File: src/rtl/i2c_slave_target.sv
// I2C target: synchronises the bus, decodes START/STOP and the 7-bit address,
// ACKs matching writes, keeps the last written byte and returns it on reads.
// Reset is synchronous and active-high.
//
// state    | meaning
// ---------+-------------------------------------------------------------
// IDLE     | bus free or not addressed since reset/STOP
// ADDR     | shifting in 7 address bits + R/W
// ADDR_ACK | address matched, driving the ACK bit
// WR_BYTE  | shifting in a write data byte
// WR_ACK   | driving the ACK bit after a write byte
// RD_BYTE  | shifting saved_data out, MSB first
// RD_ACK   | sampling the master's ACK/NACK after a read byte
// IGNORE   | not for us, or master NACKed; wait for START or STOP
module i2c_slave_target #(
    parameter logic [6:0] SLAVE_ADDR  = 7'h50,
    parameter int         SYNC_STAGES = 2
) (
    input  logic       clk,
    input  logic       rst,
    input  logic       scl_in,
    input  logic       sda_in,
    output logic       sda_oe,
    output logic       right_address,
    output logic       check_data,
    output logic       read_data,
    output logic [7:0] saved_data,
    output logic       busy
);

    typedef enum logic [2:0] {
        IDLE     = 3'd0,
        ADDR     = 3'd1,
        ADDR_ACK = 3'd2,
        WR_BYTE  = 3'd3,
        WR_ACK   = 3'd4,
        RD_BYTE  = 3'd5,
        RD_ACK   = 3'd6,
        IGNORE   = 3'd7
    } state_t;

    state_t                 state_q, state_nxt;
    logic [SYNC_STAGES-1:0] scl_sync, sda_sync;
    logic                   scl_d, sda_d;
    logic                   scl_s, sda_s;
    logic                   scl_rise, scl_fall, start_det, stop_det;
    logic [7:0]             shreg_q, shreg_nxt;
    logic [7:0]             saved_q, saved_nxt;
    logic [2:0]             bit_cnt_q, bit_cnt_nxt;
    logic                   rw_q, rw_nxt;
    // ACK states: set once the ACK bit is being driven (or, in RD_ACK, once the master ACKed)
    logic                   ack_phase_q, ack_phase_nxt;
    logic                   sda_oe_nxt, read_nxt, busy_nxt, ra_nxt, cd_nxt;
    logic                   last_bit, addr_match;

    // Bus synchronisers plus one delay flop for edge detection
    always_ff @(posedge clk) begin
        if (rst) begin
            scl_sync <= '0;
            sda_sync <= '0;
            scl_d    <= 1'b0;
            sda_d    <= 1'b0;
        end else begin
            scl_sync <= {scl_sync[SYNC_STAGES-2:0], scl_in};
            sda_sync <= {sda_sync[SYNC_STAGES-2:0], sda_in};
            scl_d    <= scl_sync[SYNC_STAGES-1];
            sda_d    <= sda_sync[SYNC_STAGES-1];
        end
    end

    assign scl_s      = scl_sync[SYNC_STAGES-1];
    assign sda_s      = sda_sync[SYNC_STAGES-1];
    assign scl_rise   = scl_s & ~scl_d;
    assign scl_fall   = ~scl_s & scl_d;
    assign start_det  = scl_s & sda_d & ~sda_s;
    assign stop_det   = scl_s & ~sda_d & sda_s;
    assign last_bit   = (bit_cnt_q == 3'd7);
    assign addr_match = (shreg_q[6:0] == SLAVE_ADDR);

    // State and datapath registers
    always_ff @(posedge clk) begin
        if (rst) begin
            state_q       <= IDLE;
            shreg_q       <= 8'h00;
            saved_q       <= 8'h00;
            bit_cnt_q     <= 3'd0;
            rw_q          <= 1'b0;
            ack_phase_q   <= 1'b0;
            sda_oe        <= 1'b0;
            read_data     <= 1'b0;
            busy          <= 1'b0;
            right_address <= 1'b0;
            check_data    <= 1'b0;
        end else begin
            state_q       <= state_nxt;
            shreg_q       <= shreg_nxt;
            saved_q       <= saved_nxt;
            bit_cnt_q     <= bit_cnt_nxt;
            rw_q          <= rw_nxt;
            ack_phase_q   <= ack_phase_nxt;
            sda_oe        <= sda_oe_nxt;
            read_data     <= read_nxt;
            busy          <= busy_nxt;
            right_address <= ra_nxt;
            check_data    <= cd_nxt;
        end
    end

    // Next-state decode; START/STOP override any data edge
    always_comb begin
        state_nxt = state_q;
        if (start_det) begin
            state_nxt = ADDR;
        end else if (stop_det) begin
            state_nxt = IDLE;
        end else begin
            case (state_q)
                ADDR:     if (scl_rise && last_bit) state_nxt = addr_match ? ADDR_ACK : IGNORE;
                ADDR_ACK: if (scl_fall && ack_phase_q) state_nxt = rw_q ? RD_BYTE : WR_BYTE;
                WR_BYTE:  if (scl_rise && last_bit) state_nxt = WR_ACK;
                WR_ACK:   if (scl_fall && ack_phase_q) state_nxt = WR_BYTE;
                RD_BYTE:  if (scl_fall && bit_cnt_q == 3'd0) state_nxt = RD_ACK;
                RD_ACK: begin
                    if (scl_rise && sda_s)           state_nxt = IGNORE;
                    else if (scl_fall && ack_phase_q) state_nxt = RD_BYTE;
                end
                default: state_nxt = state_q;
            endcase
        end
    end

    // Datapath and output next values; sda_oe only moves on SCL falling edges
    always_comb begin
        shreg_nxt     = shreg_q;
        saved_nxt     = saved_q;
        bit_cnt_nxt   = bit_cnt_q;
        rw_nxt        = rw_q;
        ack_phase_nxt = ack_phase_q;
        sda_oe_nxt    = sda_oe;
        read_nxt      = read_data;
        busy_nxt      = busy;
        ra_nxt        = 1'b0;
        cd_nxt        = 1'b0;
        if (start_det) begin
            bit_cnt_nxt   = 3'd0;
            ack_phase_nxt = 1'b0;
            busy_nxt      = 1'b1;
            read_nxt      = 1'b0;
            sda_oe_nxt    = 1'b0;
        end else if (stop_det) begin
            bit_cnt_nxt   = 3'd0;
            ack_phase_nxt = 1'b0;
            busy_nxt      = 1'b0;
            read_nxt      = 1'b0;
            sda_oe_nxt    = 1'b0;
        end else begin
            case (state_q)
                ADDR: if (scl_rise) begin
                    shreg_nxt   = {shreg_q[6:0], sda_s};
                    bit_cnt_nxt = bit_cnt_q + 3'd1;
                    if (last_bit) begin
                        rw_nxt        = sda_s;
                        ra_nxt        = addr_match;
                        ack_phase_nxt = 1'b0;
                    end
                end
                ADDR_ACK, WR_ACK: if (scl_fall) begin
                    if (!ack_phase_q) begin
                        sda_oe_nxt    = 1'b1;
                        ack_phase_nxt = 1'b1;
                    end else begin
                        ack_phase_nxt = 1'b0;
                        bit_cnt_nxt   = 3'd0;
                        if (state_q == ADDR_ACK && rw_q) begin
                            shreg_nxt  = saved_q;
                            sda_oe_nxt = ~saved_q[7];
                            read_nxt   = 1'b1;
                        end else begin
                            sda_oe_nxt = 1'b0;
                        end
                    end
                end
                WR_BYTE: if (scl_rise) begin
                    shreg_nxt   = {shreg_q[6:0], sda_s};
                    bit_cnt_nxt = bit_cnt_q + 3'd1;
                    if (last_bit) begin
                        saved_nxt     = {shreg_q[6:0], sda_s};
                        cd_nxt        = 1'b1;
                        ack_phase_nxt = 1'b0;
                    end
                end
                RD_BYTE: begin
                    if (scl_rise) begin
                        bit_cnt_nxt = bit_cnt_q + 3'd1;
                    end else if (scl_fall) begin
                        if (bit_cnt_q == 3'd0) begin
                            sda_oe_nxt    = 1'b0;
                            ack_phase_nxt = 1'b0;
                        end else begin
                            sda_oe_nxt = ~shreg_q[6];
                            shreg_nxt  = {shreg_q[6:0], 1'b0};
                        end
                    end
                end
                RD_ACK: begin
                    if (scl_rise && !sda_s) begin
                        ack_phase_nxt = 1'b1;
                    end else if (scl_fall && ack_phase_q) begin
                        ack_phase_nxt = 1'b0;
                        bit_cnt_nxt   = 3'd0;
                        shreg_nxt     = saved_q;
                        sda_oe_nxt    = ~saved_q[7];
                    end
                end
                default: ;
            endcase
        end
    end

    assign saved_data = saved_q;

endmodule

File: config.mk
export PLATFORM = sky130hd
export DESIGN_NAME = i2c_slave_target
export DESIGN_NICKNAME = d
export VERILOG_FILES = /design/src/rtl/i2c_slave_target.sv
export SDC_FILE = /design/constraint.sdc
export NUM_CORES = 1
export LEC_CHECK = 0
export BUFFER_PORTS_ARGS = -buffer_cell sky130_fd_sc_hd__buf_4
export CAP_MARGIN = 10
export CORE_MARGIN = 2
export CORE_UTILIZATION = 47
export DETAILED_ROUTE_END_ITERATION = 8
export PLACE_DENSITY = 0.65
export SLEW_MARGIN = 25
export SYNTH_ARGS = -nofsm -noshare
export SYNTH_HDL_FRONTEND = slang
export SYNTH_SLANG_ARGS = --single-unit
export TNS_END_PERCENT = 5
File: constraint.sdc
create_clock -name clk -period 2.2 [get_ports clk]
set_clock_uncertainty 0.2 [all_clocks]
set_input_delay 0.55 -clock clk [delete_from_list [all_inputs] [get_ports clk]]
set_output_delay 0.55 -clock clk [all_outputs]
set_load 0.005 [all_outputs]
Word level (Yosys, flattened, before mapping)
Index checks and enable logic that the tools add are counted.

$add $sub $neg: 1. Equality and inequality tests: 33. Multiplexer cells: 50. Bitwise logic cells: 18. Reduce and logical (&&, ||, !) cells: 29.

Operator list (count): 2-to-1 mux 7 bit (9); 2-to-1 mux 3 bit (14); one-hot mux 7 bit (4 select lines) (1); != test 2 bit, second input constant (13); 2-to-1 mux 1 bit (22); one-hot mux 3 bit (6 select lines) (1); != test 4 bit, second input constant (4); AND reduction 7 bit (2); equality test 3 bit, second input constant (4); inverter 1 bit (12); AND reduction 12 bit (1); AND reduction 6 bit (2); AND reduction 5 bit (2); one-hot mux 3 bit (3 select lines) (1); != test 2 x 1 -> 1 bit, second input constant (4); AND reduction 8 bit (1); nonzero test 8 bit (1); equality test 7 bit, second input constant (1); AND 1 bit (6); equality test 3 x 2 -> 1 bit, second input constant (2); logical AND 1 bit (6); != test 3 bit, second input constant (2); nonzero test 3 bit (2); nonzero test 6 bit (1); 15 further kinds (17).

Register bits: 34. Input bits: 4. Output and inout bits: 13. Word-level logic and storage cells: 147.

Longest topological paths before layout
Depth after elaboration: 8. Mapped depth: 8. Depth with buffers taken out: 7.

Worst setup path after synthesis
Ideal clock, no wire load.

Path type: register to register. From: reg sda_sync[1]. To: reg shreg_q[0]. Library setup time: 0.143 ns. Arrival: 1.432 ns. Required time: 1.857 ns. Setup slack: 0.424 ns. Stages on the path, launching flop included: 7. Path buffers: 2. Period minus slack after synthesis: 1.776 ns. Cell sequence: dfxtp_1 -> buf_6 -> xor2_4 -> a221oi_4 -> and3_1 -> buf_6 -> a311oi_4.

Longest elaborated chain between the ends: 4. Elaborated cells between the ends (all ways): 11. Classes of those cells: 1 x eq/ne; 2 x mux; 5 x bitwise; 3 x reduce/logical.

Ends and longest elaborated chain: from (decl) (RTL line 43) `logic [SYNC_STAGES-1:0] scl_sync, sda_sync;`; from (signal assigned) (RTL line 65) `sda_sync <= {sda_sync[SYNC_STAGES-2:0], sda_in};`; zero test 1 bit / inverter 1 bit (equally long branches) (RTL line 206, 75); logical AND 1 bit / AND 1 bit (equally long branches) (RTL line 206, 75); != test 2 bit (no source line) / inverter 1 bit (equally long branches); AND reduction 12 bit (no source line); to (signal assigned) (RTL line 96) `shreg_q <= shreg_nxt;`; to (decl) (RTL line 47) `logic [7:0] shreg_q, shreg_nxt;`.

Several ways; a longest one is shown, not always the timed one. The select of a mux whose other input is x is not followed. A chain may end at the register's enable or synchronous reset.

Worst setup path after layout
From: reg bit_cnt_q[0]. To: reg shreg_q[0].

Longest elaborated chain between the ends: 3.

Ends and longest elaborated chain: from (decl) (RTL line 49) `logic [2:0] bit_cnt_q, bit_cnt_nxt;`; from (signal assigned) (RTL line 98) `bit_cnt_q <= bit_cnt_nxt;`; zero test 3 bit (RTL line 196) `if (bit_cnt_q == 3'd0) begin`; != test 2 bit (no source line); AND reduction 12 bit (no source line).

No other way between the ends.

==> summary.txt <==
Clock network
  – Total CTS buffers: 5
  – CTS tree: yes
  – Sink Count: 34
  – Hold Buf Count CTS: 0
  – CTS clk-pin slew, worst paths: 0.07 ns
  – CTS HTree Levels: 2
  – Clock buffer depth: 2
  – Number of gates resized after CTS: 0
  – Skew-Pair Late Insertion Delay: 0.30 ns
  – Post-CTS Setup Inserts: 0
  – CTS root buf: clkbuf_8

Yosys
  – EDFF count, synth: 0
  – Ys async rst share: 0
  – Yosys reg bits: 34
  – Mapped cell area: 1840 um^2
  – Synth Warn #: 0
  – Register area share after synthesis: 0.369
  – Post-synthesis xor/xnor area fraction: 0.0197
  – Largest family of logic cells by synthesized area: compound AO/OA/AOI/OAI gates
  – Mux contribution to synthesized area: 0.0929
  – Post-synthesis cell type count: 54
  – Compound-Gate Fraction of Synth Area: 0.240
  – Synth Flop Type: dfxtp_1
  – Syn nets: 207
  – Mapped Cells: 200
  – Syn avg cell area: 9.22 um^2
  – Simple-gate share of the synthesized area: 0.188
  – Adder-Cell Fraction of Synth Area: 0.0204

Timing
  – Worst slew margin: 0.662
  – Setup WS post-layout: 0.166 ns
  – RSZ-0062 raised after global routing: false
  – Slew @ Worst Pin: 0.500 ns
  – Tmin final: 2.03 ns
  – Tcrit/Tclk final: 0.925
  – Final Max Tran Viols: 0
  – Fin. Hold Viols: 0
  – Setup violators final: 0
  – Fmax: 492 MHz
  – Sum Neg Setup Slack: 0 ns

Routing
  – ANT nets after route: 0
  – Initial drt markers: 86
  – Drt wl/cell: 14.9 um
  – Detailed-router iteration count before antenna repair: 4
  – Total number of vias: 1560
  – Via density: 5.76
  – DRC errors left: 0
  – DRT Wirelength: 4030 um

Placed design
  – Buffers added on ports: 16
  – Detailed placement HPWL: 2970 um
  – Gp weighted congestion: 0.905
  – Pre-CTS WS: 0.0346 ns
  – Placed instance area: 2020 um^2

Pwr
  – Switching power share of the total: 0.233
  – Total leakage power: 0.835 nW
  – PwrDens: 551 nW/um^2
  – P_sw: 0.271 mW
  – Internal power: 0.894 mW
  – Clock Power Share: 0.419
  – Final Power: 1.17 mW
  – Peak supply drop: 0.387 mV
  – Combinational fraction of design power: 0.041
  – Sequential power share: 0.539

Global routing
  – Number of global-route vias before repair: 1447
  – First-pass GRT wire length: 6850 um
  – GRT Overall Usage: 0.208
  – Total gr overflow: 0
  – Antenna violations before repair: 0
  – Largest net degree at the start of global routing: 26

Cells and area
  – Most common cell after layout, fill and taps aside: dfxtp_1
  – Design area: 2110 um^2
  – Syn-to-layout area delta: 14.6%
  – Share of layout cells above drive strength 1: 0.238
  – Nets@finish: 229
  – Most frequent cells in the layout: dfxtp_1, buf_4, nor2_1
  – ANT cells: 0

Critical path
  – Max FO, Critical Path: 8
  – Critical Path RT: 2.17 ns
  – Arr. time, crit path: 2.01 ns
  – CP Capture Type: register
  – CP Class: reg -> reg
  – Critical path startpoint category: register

Die
  – Row count: 22
  – Io pins: 17
  – Die width: 66.6 um
  – Die ar.: 4440 um^2
  – Core ar.: 3720 um^2
  – Starting density of the core: 0.496
  – Die height: 66.6 um

Run
  – Max Cap Viol: 0

Hold path
  – HP Class: reg -> reg

Status
  – Status: finished, final reports clean
==> metal layers <==
layer / wire, um / track usage / up-vias
met3: 237 / 0.0642 / 8
met4: 88 / 0.107 / 0
li1: - / - / 766
met5: 0 / 0 / -
met2: 1840 / 0.320 / 50
met1: 1870 / 0.261 / 736
==> cell families after synthesis <==
kind of cell | Yosys count
xor+xnor | 2
mux | 17
fa+ha+maj | 3
compound gates | 55
buf+inv | 23
flops | 34
simple gates | 66
==> path summary, 6_finish.rpt <==
path | cells after the start | start | slack [ns] | end
worst min register to register | 1 | scl_sync[0] | 0.24 | scl_sync[1]
worst max register to register | 7 | bit_cnt_q[0] | 0.17 | shreg_q[0]
worst min-delay path | 1 | scl_sync[0] | 0.24 | scl_sync[1]
worst max-delay path | 7 | bit_cnt_q[0] | 0.17 | shreg_q[0]
==> power groups by stage <==
stage | sequential [mW] | clock [mW] | combinational, mW
5_1_grt | 0.629 | 0.526 | 0.0528
2_1_floorplan | 0.638 | 0 | 0.0391
4_1_cts | 0.628 | 0.495 | 0.0486
6_report | 0.628 | 0.489 | 0.0483
3_5_place_dp | 0.642 | 0 | 0.0486
3_3_place_gp | 0.642 | 0 | 0.0475
==> state kept, by name, summed over array words and instances (netlist names), 2 cells and up <==
name,cells
state_q,3
sda_sync,2
bit_cnt_q,3
scl_sync,2
saved_data,8
shreg_q,7
==> cell usage after synthesis (2+ instances only) <==
cell type | instances | area (um^2)
and3_1 | 2 | 12.5
nor2b_1 | 10 | 62.6
nand2_1 | 10 | 37.5
ha_1 | 3 | 37.5
mux2i_1 | 16 | 160
o21ai_0 | 4 | 20.0
buf_6 | 4 | 45.0
nor3_1 | 5 | 25.0
nand4_1 | 2 | 12.5
nand2b_1 | 2 | 12.5
nand3_1 | 3 | 15.0
dfxtp_1 | 34 | 681
o21ai_1 | 2 | 10.0
a21oi_2 | 2 | 17.5
buf_2 | 4 | 20.0
a31oi_1 | 8 | 50.1
inv_1 | 10 | 37.5
a21boi_1 | 2 | 15.0
a311oi_1 | 3 | 26.3
a211oi_2 | 6 | 75.1
a21oi_1 | 14 | 70.1
nor3b_1 | 2 | 15.0
nor2_1 | 20 | 75.1
buf_4 | 2 | 15.0
==> cell type report <==
cell class	instances	area [um^2]
Fill cell	350	1600
Multi-Input combinational cell	143	1040
Sequential cell	34	682
Timing Repair Buffer	27	203
Clock buffer	7	86.3
Tap cell	48	60.1
Inverter	11	41.3
Clock inverter	1	5.00
==> worst max-delay path, cell delays in order (launching register included) <==
cell	delay (ns)
dfxtp_1	0.37
inv_1	0.06
ha_1	0.22
nand3b_1	0.10
a21oi_1	0.07
nor2_1	0.38
and3_2	0.40
a311oi_4	0.12
==> metrics by stage <==
stage          cells  utilization  hold WS, ns
2_1_floorplan    200            -        0.214
3_3_place_gp     263        0.543        0.221
3_5_place_dp     263        0.543        0.225
4_1_cts          271        0.568        0.241
5_1_grt          271        0.569        0.258
6_report         271        0.569        0.237
Power figures use the tool's default switching activity.
